==> src/rtl/itch_pkg.sv <==
// ----------------------------------------------------------------------------
// itch_pkg
// Shared definitions for the ITCH message serializer and its peers:
//   - ASCII message-type codes for the supported order messages
//   - message lengths (bytes, type byte included)
//   - big-endian byte offsets of every field inside a message
//   - itch_msg_t, the decoded message bundle
//   - build_frame(), which lays a decoded message out as its wire image
// ----------------------------------------------------------------------------
package itch_pkg;

    localparam logic [7:0] MSG_A = 8'h41;
    localparam logic [7:0] MSG_E = 8'h45;
    localparam logic [7:0] MSG_X = 8'h58;
    localparam logic [7:0] MSG_D = 8'h44;
    localparam logic [7:0] MSG_U = 8'h55;
    localparam logic [7:0] MSG_F = 8'h46;

    localparam int LEN_D = 19;
    localparam int LEN_X = 23;
    localparam int LEN_E = 31;
    localparam int LEN_U = 35;
    localparam int LEN_A = 36;
    localparam int LEN_F = 40;

    // Width of a length value; F is the longest supported message.
    localparam int LEN_W   = $clog2(LEN_F + 1);
    // Wire image of the longest message, byte 0 in the top bits.
    localparam int FRAME_W = LEN_F * 8;

    // Header shared by every message type
    localparam int OFF_TYPE      = 0;
    localparam int OFF_LOCATE    = 1;
    localparam int OFF_TRACKING  = 3;
    localparam int OFF_TIMESTAMP = 5;
    localparam int OFF_ORDER_REF = 11;
    // X and E
    localparam int OFF_X_SHARES  = 19;
    localparam int OFF_E_MATCH   = 23;
    // A and F
    localparam int OFF_A_BUY_SELL = 19;
    localparam int OFF_A_SHARES   = 20;
    localparam int OFF_A_STOCK    = 24;
    localparam int OFF_A_PRICE    = 32;
    localparam int OFF_F_ATTRIB   = 36;
    // U
    localparam int OFF_U_NEW_REF  = 19;
    localparam int OFF_U_SHARES   = 27;
    localparam int OFF_U_PRICE    = 31;

    typedef enum logic {
        ST_IDLE = 1'b0,
        ST_SEND = 1'b1
    } ser_state_t;

    typedef struct packed {
        logic [7:0]  msg_type;
        logic [15:0] stock_locate;
        logic [15:0] tracking_no;
        logic [47:0] timestamp;
        logic [63:0] order_ref_no;
        logic [31:0] shares;
        logic [31:0] price;
        logic [7:0]  buy_sell;
        logic [63:0] stock;
        logic [63:0] match_no;
        logic [63:0] new_order_ref_no;
        logic [31:0] attribution;
    } itch_msg_t;

    // Byte n of the message ends up at bits [FRAME_W-1-8n -: 8]; bytes past
    // the end of a shorter message are left zero.
    function automatic logic [FRAME_W-1:0] build_frame(input itch_msg_t m);
        logic [FRAME_W-1:0] f;
        f = '0;
        f[FRAME_W-1-8*OFF_TYPE      -: 8]  = m.msg_type;
        f[FRAME_W-1-8*OFF_LOCATE    -: 16] = m.stock_locate;
        f[FRAME_W-1-8*OFF_TRACKING  -: 16] = m.tracking_no;
        f[FRAME_W-1-8*OFF_TIMESTAMP -: 48] = m.timestamp;
        f[FRAME_W-1-8*OFF_ORDER_REF -: 64] = m.order_ref_no;
        case (m.msg_type)
            MSG_X: begin
                f[FRAME_W-1-8*OFF_X_SHARES -: 32] = m.shares;
            end
            MSG_E: begin
                f[FRAME_W-1-8*OFF_X_SHARES -: 32] = m.shares;
                f[FRAME_W-1-8*OFF_E_MATCH  -: 64] = m.match_no;
            end
            MSG_A, MSG_F: begin
                f[FRAME_W-1-8*OFF_A_BUY_SELL -: 8]  = m.buy_sell;
                f[FRAME_W-1-8*OFF_A_SHARES   -: 32] = m.shares;
                f[FRAME_W-1-8*OFF_A_STOCK    -: 64] = m.stock;
                f[FRAME_W-1-8*OFF_A_PRICE    -: 32] = m.price;
                if (m.msg_type == MSG_F) begin
                    f[FRAME_W-1-8*OFF_F_ATTRIB -: 32] = m.attribution;
                end
            end
            MSG_U: begin
                f[FRAME_W-1-8*OFF_U_NEW_REF -: 64] = m.new_order_ref_no;
                f[FRAME_W-1-8*OFF_U_SHARES  -: 32] = m.shares;
                f[FRAME_W-1-8*OFF_U_PRICE   -: 32] = m.price;
            end
            default: ;
        endcase
        return f;
    endfunction

endpackage

==> src/rtl/itch_msg_serializer_if.sv <==
// ----------------------------------------------------------------------------
// itch_msg_serializer_if
// Bundles the parallel load side and the byte-serial output side of the
// ITCH message serializer.
//   load side  : load, in_ready, msg_type and all decoded field values
//   output side: message, valid, start_msg, end_msg, type_err
// Modports:
//   master - message source (drives load and fields, observes the stream)
//   slave  - the serializer
// ----------------------------------------------------------------------------
interface itch_msg_serializer_if;

    logic        load;
    logic        in_ready;
    logic [7:0]  msg_type;
    logic [15:0] stock_locate;
    logic [15:0] tracking_no;
    logic [47:0] timestamp;
    logic [63:0] order_ref_no;
    logic [31:0] shares;
    logic [31:0] price;
    logic [7:0]  buy_sell;
    logic [63:0] stock;
    logic [63:0] match_no;
    logic [63:0] new_order_ref_no;
    logic [31:0] attribution;

    logic [7:0]  message;
    logic        valid;
    logic        start_msg;
    logic        end_msg;
    logic        type_err;

    modport master (
        output load, msg_type, stock_locate, tracking_no, timestamp,
               order_ref_no, shares, price, buy_sell, stock, match_no,
               new_order_ref_no, attribution,
        input  in_ready, message, valid, start_msg, end_msg, type_err
    );

    modport slave (
        input  load, msg_type, stock_locate, tracking_no, timestamp,
               order_ref_no, shares, price, buy_sell, stock, match_no,
               new_order_ref_no, attribution,
        output in_ready, message, valid, start_msg, end_msg, type_err
    );

endinterface

==> src/rtl/itch_len_lut.sv <==
// ----------------------------------------------------------------------------
// itch_len_lut
// Combinational ITCH message-type decoder: maps an ASCII type byte to its
// total message length and flags whether the type is supported.
// Ports:
//   msg_type  in   8      ASCII message type
//   supported out  1      type is one of A, E, X, D, U, F
//   len       out  LEN_W  message length in bytes (0 when unsupported)
// ----------------------------------------------------------------------------
module itch_len_lut
    import itch_pkg::*;
(
    input  logic [7:0]       msg_type,
    output logic             supported,
    output logic [LEN_W-1:0] len
);

    always_comb begin
        supported = 1'b1;
        len       = '0;
        case (msg_type)
            MSG_D:   len = LEN_W'(LEN_D);
            MSG_X:   len = LEN_W'(LEN_X);
            MSG_E:   len = LEN_W'(LEN_E);
            MSG_U:   len = LEN_W'(LEN_U);
            MSG_A:   len = LEN_W'(LEN_A);
            MSG_F:   len = LEN_W'(LEN_F);
            default: supported = 1'b0;
        endcase
    end

endmodule

==> src/rtl/itch_msg_serializer.sv <==
// ----------------------------------------------------------------------------
// itch_msg_serializer
// Accepts one decoded ITCH order message in parallel and emits it as a
// contiguous big-endian byte stream framed by start_msg / end_msg.
// Ports:
//   clk  in  clock
//   rst  in  asynchronous, active-high reset
//   bus  slave modport of itch_msg_serializer_if
//        load/in_ready handshake plus fields in; message/valid/start_msg/
//        end_msg/type_err out (type_err is a one-cycle reject pulse)
// Parameters:
//   MAX_LEN  longest accepted message in bytes; sizes the byte counter
// Build option:
//   ITCH_SER_BACK2BACK_EN  when defined, in_ready is also high during the
//                          end_msg cycle so messages can follow with no gap
// ----------------------------------------------------------------------------
module itch_msg_serializer
    import itch_pkg::*;
#(
    parameter int MAX_LEN = 40
)
(
    input  logic                 clk,
    input  logic                 rst,
    itch_msg_serializer_if.slave bus
);

    localparam int CNT_W = $clog2(MAX_LEN + 1);

    ser_state_t        state;
    ser_state_t        state_next;
    logic [CNT_W-1:0]  byte_idx;
    logic [CNT_W-1:0]  byte_idx_next;
    logic [CNT_W-1:0]  idx_inc;
    logic [CNT_W-1:0]  len_reg;
    itch_msg_t         shadow;
    itch_msg_t         in_msg;

    logic              lut_supported;
    logic [LEN_W-1:0]  lut_len;
    logic              type_ok;
    logic              in_ready;
    logic              accept;
    logic              reject;
    logic              last;

    logic [FRAME_W-1:0] frame;
    logic [FRAME_W-1:0] frame_sh;

    logic [7:0]        tx_byte;
    logic              tx_valid;
    logic              tx_start;
    logic              tx_end;
    logic              err_pulse;
    logic [7:0]        tx_byte_next;
    logic              tx_valid_next;
    logic              tx_start_next;
    logic              tx_end_next;
    logic              err_pulse_next;

    assign in_msg = '{
        msg_type:         bus.msg_type,
        stock_locate:     bus.stock_locate,
        tracking_no:      bus.tracking_no,
        timestamp:        bus.timestamp,
        order_ref_no:     bus.order_ref_no,
        shares:           bus.shares,
        price:            bus.price,
        buy_sell:         bus.buy_sell,
        stock:            bus.stock,
        match_no:         bus.match_no,
        new_order_ref_no: bus.new_order_ref_no,
        attribution:      bus.attribution
    };

    itch_len_lut u_len_lut (
        .msg_type  (bus.msg_type),
        .supported (lut_supported),
        .len       (lut_len)
    );

    // Rejecting over-long types here keeps byte_idx from ever wrapping.
    assign type_ok = lut_supported && (int'(lut_len) <= MAX_LEN);

    assign last = (state == ST_SEND) && (byte_idx == len_reg - CNT_W'(1));

`ifdef ITCH_SER_BACK2BACK_EN
    assign in_ready = (state == ST_IDLE) || last;
`else
    assign in_ready = (state == ST_IDLE);
`endif

    assign accept  = bus.load && in_ready && type_ok;
    assign reject  = bus.load && in_ready && !type_ok;
    assign idx_inc = byte_idx + CNT_W'(1);

    // Byte idx_inc of the latched message, shifted to the top of the frame.
    assign frame    = build_frame(shadow);
    assign frame_sh = frame << {idx_inc, 3'b000};

    always_ff @(posedge clk or posedge rst) begin
        if (rst) begin
            state <= ST_IDLE;
        end else begin
            state <= state_next;
        end
    end

    always_comb begin
        state_next = state;
        case (state)
            ST_IDLE: begin
                if (accept) state_next = ST_SEND;
            end
            ST_SEND: begin
                if (last) state_next = accept ? ST_SEND : ST_IDLE;
            end
            default: state_next = ST_IDLE;
        endcase
    end

    // Next values of the registered stream outputs. An accept always starts
    // a fresh message with the type byte taken straight from the bus, since
    // the shadow copy is only being written on that same edge.
    always_comb begin
        byte_idx_next  = '0;
        tx_byte_next   = '0;
        tx_valid_next  = 1'b0;
        tx_start_next  = 1'b0;
        tx_end_next    = 1'b0;
        err_pulse_next = reject;
        if (accept) begin
            tx_byte_next  = bus.msg_type;
            tx_valid_next = 1'b1;
            tx_start_next = 1'b1;
        end else if ((state == ST_SEND) && !last) begin
            byte_idx_next = idx_inc;
            tx_byte_next  = frame_sh[FRAME_W-1 -: 8];
            tx_valid_next = 1'b1;
            tx_end_next   = (idx_inc == len_reg - CNT_W'(1));
        end
    end

    always_ff @(posedge clk or posedge rst) begin
        if (rst) begin
            byte_idx  <= '0;
            len_reg   <= '0;
            shadow    <= '0;
            tx_byte   <= '0;
            tx_valid  <= 1'b0;
            tx_start  <= 1'b0;
            tx_end    <= 1'b0;
            err_pulse <= 1'b0;
        end else begin
            byte_idx  <= byte_idx_next;
            tx_byte   <= tx_byte_next;
            tx_valid  <= tx_valid_next;
            tx_start  <= tx_start_next;
            tx_end    <= tx_end_next;
            err_pulse <= err_pulse_next;
            if (accept) begin
                shadow  <= in_msg;
                len_reg <= CNT_W'(lut_len);
            end
        end
    end

    assign bus.in_ready  = in_ready;
    assign bus.message   = tx_byte;
    assign bus.valid     = tx_valid;
    assign bus.start_msg = tx_start;
    assign bus.end_msg   = tx_end;
    assign bus.type_err  = err_pulse;

endmodule

==> src/flat_wrapper.sv <==
// flat-port wrapper written by rule: the top's interface ports become plain ports
module itch_msg_serializer_flat import itch_pkg::*;
#(
    parameter int MAX_LEN = 40
)
  (clk, rst, bus_load, bus_msg_type, bus_stock_locate, bus_tracking_no, bus_timestamp, bus_order_ref_no, bus_shares, bus_price, bus_buy_sell, bus_stock, bus_match_no, bus_new_order_ref_no, bus_attribution, bus_in_ready, bus_message, bus_valid, bus_start_msg, bus_end_msg, bus_type_err);
  itch_msg_serializer_if bus_i ();
  input  logic clk;
  input  logic rst;
  input wire logic [$bits(bus_i.load)-1:0] bus_load;
  input wire logic [$bits(bus_i.msg_type)-1:0] bus_msg_type;
  input wire logic [$bits(bus_i.stock_locate)-1:0] bus_stock_locate;
  input wire logic [$bits(bus_i.tracking_no)-1:0] bus_tracking_no;
  input wire logic [$bits(bus_i.timestamp)-1:0] bus_timestamp;
  input wire logic [$bits(bus_i.order_ref_no)-1:0] bus_order_ref_no;
  input wire logic [$bits(bus_i.shares)-1:0] bus_shares;
  input wire logic [$bits(bus_i.price)-1:0] bus_price;
  input wire logic [$bits(bus_i.buy_sell)-1:0] bus_buy_sell;
  input wire logic [$bits(bus_i.stock)-1:0] bus_stock;
  input wire logic [$bits(bus_i.match_no)-1:0] bus_match_no;
  input wire logic [$bits(bus_i.new_order_ref_no)-1:0] bus_new_order_ref_no;
  input wire logic [$bits(bus_i.attribution)-1:0] bus_attribution;
  output wire logic [$bits(bus_i.in_ready)-1:0] bus_in_ready;
  output wire logic [$bits(bus_i.message)-1:0] bus_message;
  output wire logic [$bits(bus_i.valid)-1:0] bus_valid;
  output wire logic [$bits(bus_i.start_msg)-1:0] bus_start_msg;
  output wire logic [$bits(bus_i.end_msg)-1:0] bus_end_msg;
  output wire logic [$bits(bus_i.type_err)-1:0] bus_type_err;
  assign bus_i.load = bus_load;
  assign bus_i.msg_type = bus_msg_type;
  assign bus_i.stock_locate = bus_stock_locate;
  assign bus_i.tracking_no = bus_tracking_no;
  assign bus_i.timestamp = bus_timestamp;
  assign bus_i.order_ref_no = bus_order_ref_no;
  assign bus_i.shares = bus_shares;
  assign bus_i.price = bus_price;
  assign bus_i.buy_sell = bus_buy_sell;
  assign bus_i.stock = bus_stock;
  assign bus_i.match_no = bus_match_no;
  assign bus_i.new_order_ref_no = bus_new_order_ref_no;
  assign bus_i.attribution = bus_attribution;
  assign bus_in_ready = bus_i.in_ready;
  assign bus_message = bus_i.message;
  assign bus_valid = bus_i.valid;
  assign bus_start_msg = bus_i.start_msg;
  assign bus_end_msg = bus_i.end_msg;
  assign bus_type_err = bus_i.type_err;
  itch_msg_serializer #(.MAX_LEN(MAX_LEN)) u_core (.clk(clk), .rst(rst), .bus(bus_i));
endmodule
==> config.mk <==
export PLATFORM = sky130hd
export DESIGN_NAME = itch_msg_serializer_flat
export DESIGN_NICKNAME = d
export VERILOG_FILES = /design/src/rtl/itch_pkg.sv /design/src/rtl/itch_msg_serializer_if.sv /design/src/rtl/itch_len_lut.sv /design/src/rtl/itch_msg_serializer.sv /design/src/flat_wrapper.sv
export SDC_FILE = /design/constraint.sdc
export NUM_CORES = 1
export LEC_CHECK = 0
export ABC_AREA = 1
export CORE_MARGIN = 1
export CORE_UTILIZATION = 35
export CTS_CLUSTER_DIAMETER = 30
export DETAILED_ROUTE_END_ITERATION = 12
export HOLD_SLACK_MARGIN = 0.06
export PLACE_DENSITY_LB_ADDON = 0.25
export SLEW_MARGIN = 20
export SYNTH_ARGS = -nofsm -noshare
export SYNTH_HDL_FRONTEND = slang
export SYNTH_SLANG_ARGS = --single-unit
==> constraint.sdc <==
create_clock -name clk -period 15.06 [get_ports clk]
set_clock_uncertainty 0.2 [all_clocks]
set_input_delay 3.012 -clock clk [delete_from_list [all_inputs] [get_ports clk]]
set_output_delay 3.012 -clock clk [all_outputs]
set_load 0.02 [all_outputs]
# After elaboration in Yosys (flattened, before gate mapping)
# Index checks and enable logic that the tools add are counted.
[totals]
mem_count = 0
inputBits = 451
output_inout_bits = 13
regBits = 473
rom_bits = 0
word_cells = 67
latchBits = 0
ramBits = 0
[op_classes]
n_mux = 18
n_mul = 0
n_shift = 1
order_cmp = 1
n_addsub = 2
n_eq_ne = 13
n_bitwise = 1
reduce_logical = 11
n_div = 0
[op_table]
columns = ["op", "count"]
rows = [
  ["320-bit by 9-bit << shifter with 320-bit output", 1],
  ["64-bit case mux with 3 select lines", 1],
  ["32-bit case mux with 3 select lines", 1],
  ["8-bit by 7-bit == test with 1-bit output, second input constant", 11],
  ["32-bit case mux with 2 select lines", 1],
  ["40-bit two-way mux", 1],
  ["6-bit case mux with 6 select lines", 1],
  ["32-bit two-way mux", 1],
  ["8-bit two-way mux", 2],
  ["6-bit == test", 2],
  ["6-bit two-way mux", 2],
  ["1-bit two-way mux", 7],
  ["6-bit by 1-bit adder with 6-bit output, second input constant", 1],
  ["6-bit <= comparator, second input constant", 1],
  ["1-bit logical AND", 6],
  ["6-bit OR reduction", 1],
  ["6-bit by 1-bit subtractor with 6-bit output, second input constant", 1],
  ["2-bit OR reduction", 2],
  ["1-bit zero test", 2],
  ["1-bit case mux with 2 select lines", 1],
  ["1-bit NOT", 1],
]

# Logic depth before layout (Yosys ltp)
# Gate-level depths: netlist of run 1.
[logic_depth]
word_depth = 8
ltp_mapped = 18
ltp_nobuf = 17

# By module
# From an unflattened synthesis of run 1, not the netlist that was laid out.
[hier_totals]
hier_cells = 3071
hier_area_um2 = 22969.5
[modules_own_cells]
columns = ["mod", "area_each_um2", "cells_per_inst", "n_inst", "seq_area_each_um2"]
rows = [
  ["itch_msg_serializer", 22769.3, 3029, 1, 11836.4],
  ["itch_len_lut", 200.2, 42, 1, 0.0],
]

# Worst setup path before layout of run 1
# Ideal clock, no wire load.
[synth_timing]
path_kind = "input to register"
start = "input bus_msg_type[5]"
end = "register u_core.len_reg[1]"
arrival_ns = 4.343
stages = 10
t_required_ns = 14.727
n_path_buf = 2
setup_ns = 0.133
slack_ns = 10.384
path_cell_list = "nor3_2 -> nand2_1 -> nor4_1 -> nor3_1 -> nand2_1 -> nand3_2 -> inv_4 -> buf_4 -> buf_2 -> o21ai_0"
[synth_between]
elab_chain_len = 5
word_cells_on_any_way = 12
cone_classes = "1 x order compare; 6 x eq/ne; 2 x mux; 3 x reduce/logical"
[synth_rtl]
columns = ["element", "line", "rtl"]
rows = [
  ["start: declaration", "flat_wrapper.sv:11", "input wire logic [$bits(bus_i.msg_type)-1:0] bus_msg_type;"],
  ["8-bit by 7-bit == test with 1-bit output", "itch_len_lut.sv:21", "case (msg_type)"],
  ["6-bit case mux with 6 select lines or 6-bit OR reduction (tied branches)", "n/a", ""],
  ["6-bit <= comparator or 1-bit two-way mux (tied branches)", "itch_msg_serializer.sv:83, itch_len_lut.sv:21", ""],
  ["1-bit logical AND", "itch_msg_serializer.sv:83", "assign type_ok = lut_supported && (int'(lut_len) <= MAX_LEN);"],
  ["1-bit logical AND", "itch_msg_serializer.sv:93", "assign accept = bus.load && in_ready && type_ok;"],
  ["end signal: assignment", "itch_msg_serializer.sv:163", "len_reg <= CNT_W'(lut_len);"],
  ["end: declaration", "itch_msg_serializer.sv:35", "logic [CNT_W-1:0] len_reg;"],
]
# Several ways; a longest one is shown, not always the timed one.
# A chain may end at the register's enable or synchronous reset.

# Final worst setup path of run 1
[layout_timing]
start = "input bus_msg_type[1]"
end = "register u_core.shadow[170] (netlist bit)"
[layout_between]
elab_chain_len = 5
word_cells_on_any_way = 12
cone_classes = "1 x order compare; 6 x eq/ne; 2 x mux; 3 x reduce/logical"
[layout_rtl]
columns = ["element", "line", "rtl"]
rows = [
  ["8-bit by 7-bit == test with 1-bit output", "itch_len_lut.sv:21", ""],
  ["6-bit case mux with 6 select lines or 6-bit OR reduction (tied branches)", "n/a", ""],
  ["6-bit <= comparator or 1-bit two-way mux (tied branches)", "itch_msg_serializer.sv:83, itch_len_lut.sv:21", ""],
  ["1-bit logical AND (*)", "itch_msg_serializer.sv:83", ""],
  ["1-bit logical AND (*)", "itch_msg_serializer.sv:93", ""],
  ["end signal: assignment", "itch_msg_serializer.sv:162", "shadow <= in_msg;"],
  ["end: declaration", "itch_msg_serializer.sv:36", "itch_msg_t shadow;"],
]
# Every way passes the cells marked *; elsewhere a longest branch is shown, timed or not.

==> results of run 1 <==
[cell usage after synthesis, drive strengths merged, types with 2 or more instances]
library cell / n / area [µm²]
ha: 2 / 25.02
o21ai: 164 / 820.8
o2111ai: 8 / 70.07
clkbuf: 50 / 187.7
nand3: 148 / 745.7
xnor2: 2 / 17.52
dfrtp: 472 / 11810
o221ai: 31 / 271.5
a21oi: 81 / 405.4
a31oi: 2 / 12.51
a22oi: 3 / 22.52
nand4: 48 / 300.3
o22ai: 7 / 43.79
buf: 141 / 858.3
nand3b: 2 / 15.01
xor2: 8 / 70.07
mux2i: 8 / 80.08
nor4: 2 / 12.51
nor3: 5 / 30.03
a221oi: 8 / 70.07
inv: 111 / 419.2
nand2: 1685 / 6347
nor2: 56 / 242.7
[layout make-up]
class	instances	area [µm²]
antenna	5	12.51
sequential	472	11820
timing repair buffer	492	4872
clock buffer	153	3253
tap	855	1070
fill	6292	32620
inverter	112	442.9
multi-input combinational	2277	9703
clock inverter	56	797.0
[worst max-delay path, delay by kind of cell]
kind	cells	cell delay (ns)
AND/OR/NAND/NOR	8	1.43
buffers and inverters	5	3.02
[logic make-up (layout without fill, tap and decap cells)]
family	count (synthesis)	in the layout	share of synthesized area, %
other	0	5	0
buffers and inverters	303	813	6.410
XOR/XNOR	10	10	0.3819
AND/OR/NAND/NOR	1948	1948	33.60
AO/OA/AOI/OAI	309	309	7.654
flip-flops	472	472	51.50
adder cells (fa/ha/maj)	2	2	0.1091
multiplexers	8	8	0.3491
[path summary, 6_finish.rpt]
check | start | endpoint
worst max-delay path | bus_msg_type[1] | u_core.shadow[170]
worst min-delay path | u_core.shadow[3] | u_core.shadow[3]
worst max register to register | u_core.frame[319] | u_core.bus.message[4]
worst min register to register | u_core.shadow[3] | u_core.shadow[3]
max in group asynchronous | rst | u_core.frame[214]
min in group asynchronous | rst | u_core.shadow[35]
[through the flow]
step	total power (W)	utilization [%]	hold WS (ns)	setup slack [ns]
after floorplan	0.002004	-	0.2436	5.455
after global placement	0.002382	43.16	0.2574	7.298
after detailed placement	0.002390	43.16	0.2605	7.239
after CTS	0.004973	49.44	0.2729	7.872
after global routing	0.005143	49.50	0.2870	7.475
final	0.004951	49.50	0.2697	7.777
[metal layers]
layer / vias to the layer above / part of all wire [%] / track usage (%)
met5: - / 0.051 / 0
met4: 8 / 3.1 / 9.796
met3: 164 / 7.2 / 5.369
met2: 817 / 45 / 38.77
met1: 10500 / 44 / 35.86
li1: 10540 / - / -
[power breakdown]
group          internal, W  switching [W]  leakage (nW)  total [W]
sequential         0.00145       0.000121          6.09    0.00157
clock              0.00182       0.000749          1.98    0.00256
combinational     0.000318       0.000497          7.62   0.000814
==> results.yml, run 1 <==
cells_and_area:
  registers.top_by_ff_count: "u_core.shadow"
  relative_area_change_from_synthesis_to_final_layout_pct: 39.37
  final_nets: 3922
  final_cell_mix: "1,675 x nand2_1, 471 x dfrtp_1, 463 x clkdlybuf4s50_1"
  largest_register_ff_count: 296
  layout_commonest_cell: "nand2_1"
  layout-drive-gt1-share_pct: 7.047
  instances_no_fill: 4422
  stdcell_area_um2: 31970
synth:
  netlist_area_um2: 22940
  synth.yosys.seq_area_share_pct: 51.50
  syn_avg_cell_area_um2: 7.515
  synth-warning-count: 0
  ys_seq_elements: 472
  synth_edf_count: 0
  async_reset_ff_share_pct: 100.0
  mappedNetlistNets: 3505
  postSynth.topFlopCell: "dfrtp_1"
  synthesis.instances: 3052
  synth.lib_cells_used.distinct: 41
critical_path:
  cp-end-kind: "flop"
  crit_path_start_kind: "primary input"
  critical-path-slowest-cell: "buf_4"
  timing.critical_path.arrival_ns: 7.65
  criticalPathCategory: "in2reg"
  ff2ff_path_depth: 17
  worstPathCellList: "clkdlybuf4s50_1 -> nor2_1 -> inv_1 -> nor2_1 -> and3_1 -> nor3_1 -> nand2_1 -> nand3_4 -> buf_4 -> buf_4 -> buf_4 -> nand2_1 -> nand2_1"
  biggest_cell_delay_along_the_critical_path_ns: 0.86
  critPathMaxFanout: 87
  worst_path_required_time_ns: 15.43
  reg2reg_setup_slack_ns: 10.75
placed_design:
  placedCellCount: 4207
  gpl.final_weighted_congestion: 0.8448
  dp_hpwl_um: 58040
  placed_area_um2: 27880
  placement.io_buffers: 463
drt:
  postRouteWirelength_um: 86120
  detailroute.via_count: 22020
  antenna_violating_nets_remaining: 0
  dr.pass1.iters: 6
  via_per_inst: 4.980
  detail_route.drc_violations: 0
  wl_per_cell_um: 19.48
  detailed_route_iter0_violations: 2065
clock_tree:
  cts_buffers: 114
  post-cts-setup-buffer-count: 0
  tritoncts: "done"
  h-tree-depth: 3
  clk_latency_ns: 0.64
  numClockSinks: 472
  clk_pin_slew_worst_paths_ns: 0.05
  cts_root_buffer: "clkbuf_16"
  clk_path_buf_depth: 3
  cts_hold_buf: 0
  cts.repair.resized: 0
sta:
  setup-tns-final_ns: 0
  max_clock_freq_mhz: 137.3
  drv_slew: 0
  worst_slew_margin_rel_pct: 20.76
  hold_viol: 0
  final_min_period_over_clock_period_pct: 48.36
  final-setup-viol-count: 0
  worst_pin_slew_ns: 1.189
  period_minus_slack_ns: 7.283
  grt_setup_unrepaired: "no"
power_and_ir_drop:
  pwr_density_cell_nw_per_um2: 154.9
  power.ir.vdd_worst_mv: 0.09696
  power.static_leakage_nw: 15.68
floorplan:
  design.die.area_um2: 66560
  die_w_um: 258.0
  initial_utilization_pct: 35.51
  design.portCount: 464
  placement_rows: 93
  chipHeight_um: 258.0
  core_area_um2: 64580
hold_path:
  class_of_the_tightest_hold_or_removal_check: "reg2reg"
  hold_depth: 2
global_route:
  grt_pass1_vias: 21440
  grt_max_degree: 263
  globalRouteTotalUtil_pct: 25.61
  wire_length_of_the_first_global_routing_pass_um: 129600
  number_of_antenna_violations_at_the_first_check_in_global_routing: 9
  grt_remaining_overflow: 0
outcome:
  run_status: "finished clean"
flow_run:
  timing.max_cap.violations: 0
Power figures use the tool's default switching activity.
==> run 2: changes to the inputs <==
==> constraint.sdc (replaced) <==
create_clock -name clk -period 6.65 [get_ports clk]
set_clock_uncertainty 0.2 [all_clocks]
set_input_delay 1.33 -clock clk [delete_from_list [all_inputs] [get_ports clk]]
set_output_delay 1.33 -clock clk [all_outputs]
set_load 0.02 [all_outputs]
==> results.yml, run 2 (synthesized netlist as in run 1, its figures left out) <==
cells_and_area:
  filler_cell_count: 6327
  instances_no_fill: 4436
  registers.top_by_ff_count: "u_core.shadow"
  relative_area_change_from_synthesis_to_final_layout_pct: 40.52
  layout.area.seq_um2: 11820
  layout-drive-gt1-share_pct: 7.580
  area_of_the_multi_input_gates_um2: 9703
  largest_register_ff_count: 296
  final_cell_mix: "1,675 x nand2_1, 471 x dfrtp_1, 463 x clkdlybuf4s50_1"
  layout_commonest_cell: "nand2_1"
  final_nets: 3929
  stdcell_area_um2: 32230
hold_path:
  worstHoldStart: "u_core.frame[262]"
  hold_depth: 2
  class_of_the_tightest_hold_or_removal_check: "reg2reg"
  min_to: "u_core.frame[262]"
critical_path:
  critPathMaxFanout: 75
  worstPathCellList: "ha_4 -> inv_2 -> nand2_2 -> inv_2 -> nand2_1 -> o2111ai_1 -> o21ai_0 -> nand2_1 -> nand2_1 -> a31oi_1 -> nand2_1 -> nand2_1 -> nand2_1"
  criticalPathCategory: "reg2reg"
  cpLargestDelayFamily: "simple AND/OR/NAND/NOR gates"
  critical_path.reg2reg.endpoint: "u_core.bus.message[2]"
  path_common_cell: "nand2_1"
  crit_path_start_kind: "flop"
  cp.buffers_inverters: 2
  reg2reg_setup_slack_ns: 1.92
  ff2ff_path_depth: 13
  critical-path-slowest-cell: "dfrtp_4"
  reg2reg_from: "u_core.byte_idx[0]"
  cp-end-kind: "flop"
  biggest_cell_delay_along_the_critical_path_ns: 1.01
  timing.critical_path.arrival_ns: 5.06
  worst_path_required_time_ns: 6.99
sta:
  final-setup-viol-count: 0
  final_min_period_over_clock_period_pct: 71.09
  max_clock_freq_mhz: 211.5
  drv_slew: 0
  period_minus_slack_ns: 4.728
  grt_setup_unrepaired: "no"
  worst_slack_setup_final_ns: 1.922
  worst_pin_slew_ns: 1.048
  hold_viol: 0
  worst_slew_margin_rel_pct: 30.11
flow_run:
  timing.max_cap.violations: 0
clock_tree:
  tritoncts: "done"
  h-tree-depth: 3
  cts_hold_buf: 0
  clk_latency_ns: 0.67
  cts.repair.resized: 0
  numClockSinks: 472
  cts_buffers: 118
  clk_path_buf_depth: 3
  clk_pin_slew_worst_paths_ns: 0.04
  cts_root_buffer: "clkbuf_16"
  post-cts-setup-buffer-count: 0
placed_design:
  dp_hpwl_um: 58920
  dpl_worst_slack_ns: 1.684
  placed_area_um2: 28030
  placement.io_buffers: 463
  placedCellCount: 4211
  gpl.final_weighted_congestion: 0.8485
floorplan:
  initial_utilization_pct: 35.51
  design.die.area_um2: 66560
  placement_rows: 93
  die_w_um: 258.0
  core_area_um2: 64580
  chipHeight_um: 258.0
  design.portCount: 464
drt:
  postRouteWirelength_um: 87080
  detail_route.drc_violations: 0
  detailroute.via_count: 22110
  wl_per_cell_um: 19.63
  detailed_route_iter0_violations: 2122
  antenna_violating_nets_remaining: 0
  dr.pass1.iters: 6
  via_per_inst: 4.984
global_route:
  wire_length_of_the_first_global_routing_pass_um: 132100
  grt_max_degree: 255
  number_of_antenna_violations_at_the_first_check_in_global_routing: 8
  grt_remaining_overflow: 0
  globalRouteTotalUtil_pct: 25.99
  grt_pass1_vias: 21910
power_and_ir_drop:
  pwr_density_cell_nw_per_um2: 352.4
  power.static_leakage_nw: 15.79
  power.ir.vdd_worst_mv: 0.2162
outcome:
  run_status: "finished clean"
==> run 2: changes by cell type in the layout (fill, tap and decap cells not counted), moves of 3 or more <==
cell / change
buf_12: +10
buf_4: -6
clkbuf_1: -7
clkbuf_8: -3
clkinv_2: +4
clkinv_4: +4
clkinvlp_4: +6
==> run 2: how the worst max path moves through the flow <==
stage,from,end,slack [ns],cells past startpoint
2_1_floorplan,rst,u_core.bus.end_msg,-1.27,1
3_3_place_gp,bus_msg_type[2],u_core.frame[288],1.70,12
3_5_place_dp,bus_msg_type[2],u_core.frame[257],1.68,12
4_1_cts,u_core.byte_idx[0],u_core.bus.message[2],1.80,13
5_1_grt,u_core.byte_idx[0],u_core.bus.message[2],1.65,13
6_report,u_core.byte_idx[0],u_core.bus.message[2],1.92,13
==> run 2: final cells by class <==
cell class | instances | area share (%)
sequential | 472 | 36.66
timing repair buffer | 495 | 15.51
antenna | 6 | 0.04659
multi-input combinational | 2277 | 30.11
inverter | 112 | 1.374
clock buffer | 145 | 10.04
clock inverter | 74 | 2.943
tap | 855 | 3.319
==> run 2: per-layer routing <==
layer / wire (µm) / GRT usage, % / share of wire, % / up-vias
li1: - / - / - / 10580
met1: 38400 / 36.46 / 44 / 10480
met2: 39940 / 39.99 / 46 / 900
met3: 6176 / 4.142 / 7.1 / 151
met4: 2540 / 10.49 / 2.9 / 4
met5: 20 / 0 / 0.023 / -
==> run 2: where the power goes <==
| part | internal [W] | total [W] | switching [W] |
|---|---|---|---|
| Combinational | 0.000722 | 0.00184 | 0.00112 |
| Sequential | 0.00329 | 0.00357 | 0.000282 |
| Clock | 0.00412 | 0.00595 | 0.00183 |
| Total | 0.00813 | 0.0114 | 0.00323 |
==> run 2: per-stage QoR <==
stage          total power, W  util, %  setup TNS [ns]  hold WS, ns
2_1_floorplan        0.004537        -         -600.78       0.2436
3_3_place_gp         0.005402    43.40               0       0.2578
3_5_place_dp         0.005420    43.40               0       0.2603
4_1_cts               0.01142    49.88               0       0.2726
5_1_grt               0.01183    49.90               0       0.2883
6_report              0.01136    49.91               0       0.2714
==> run 2: tightest hold or removal path: stages, from the launching register on <==
cell and delay (ns):
dfrtp_1 0.33, nand2_1 0.05, nand2_1 0.05
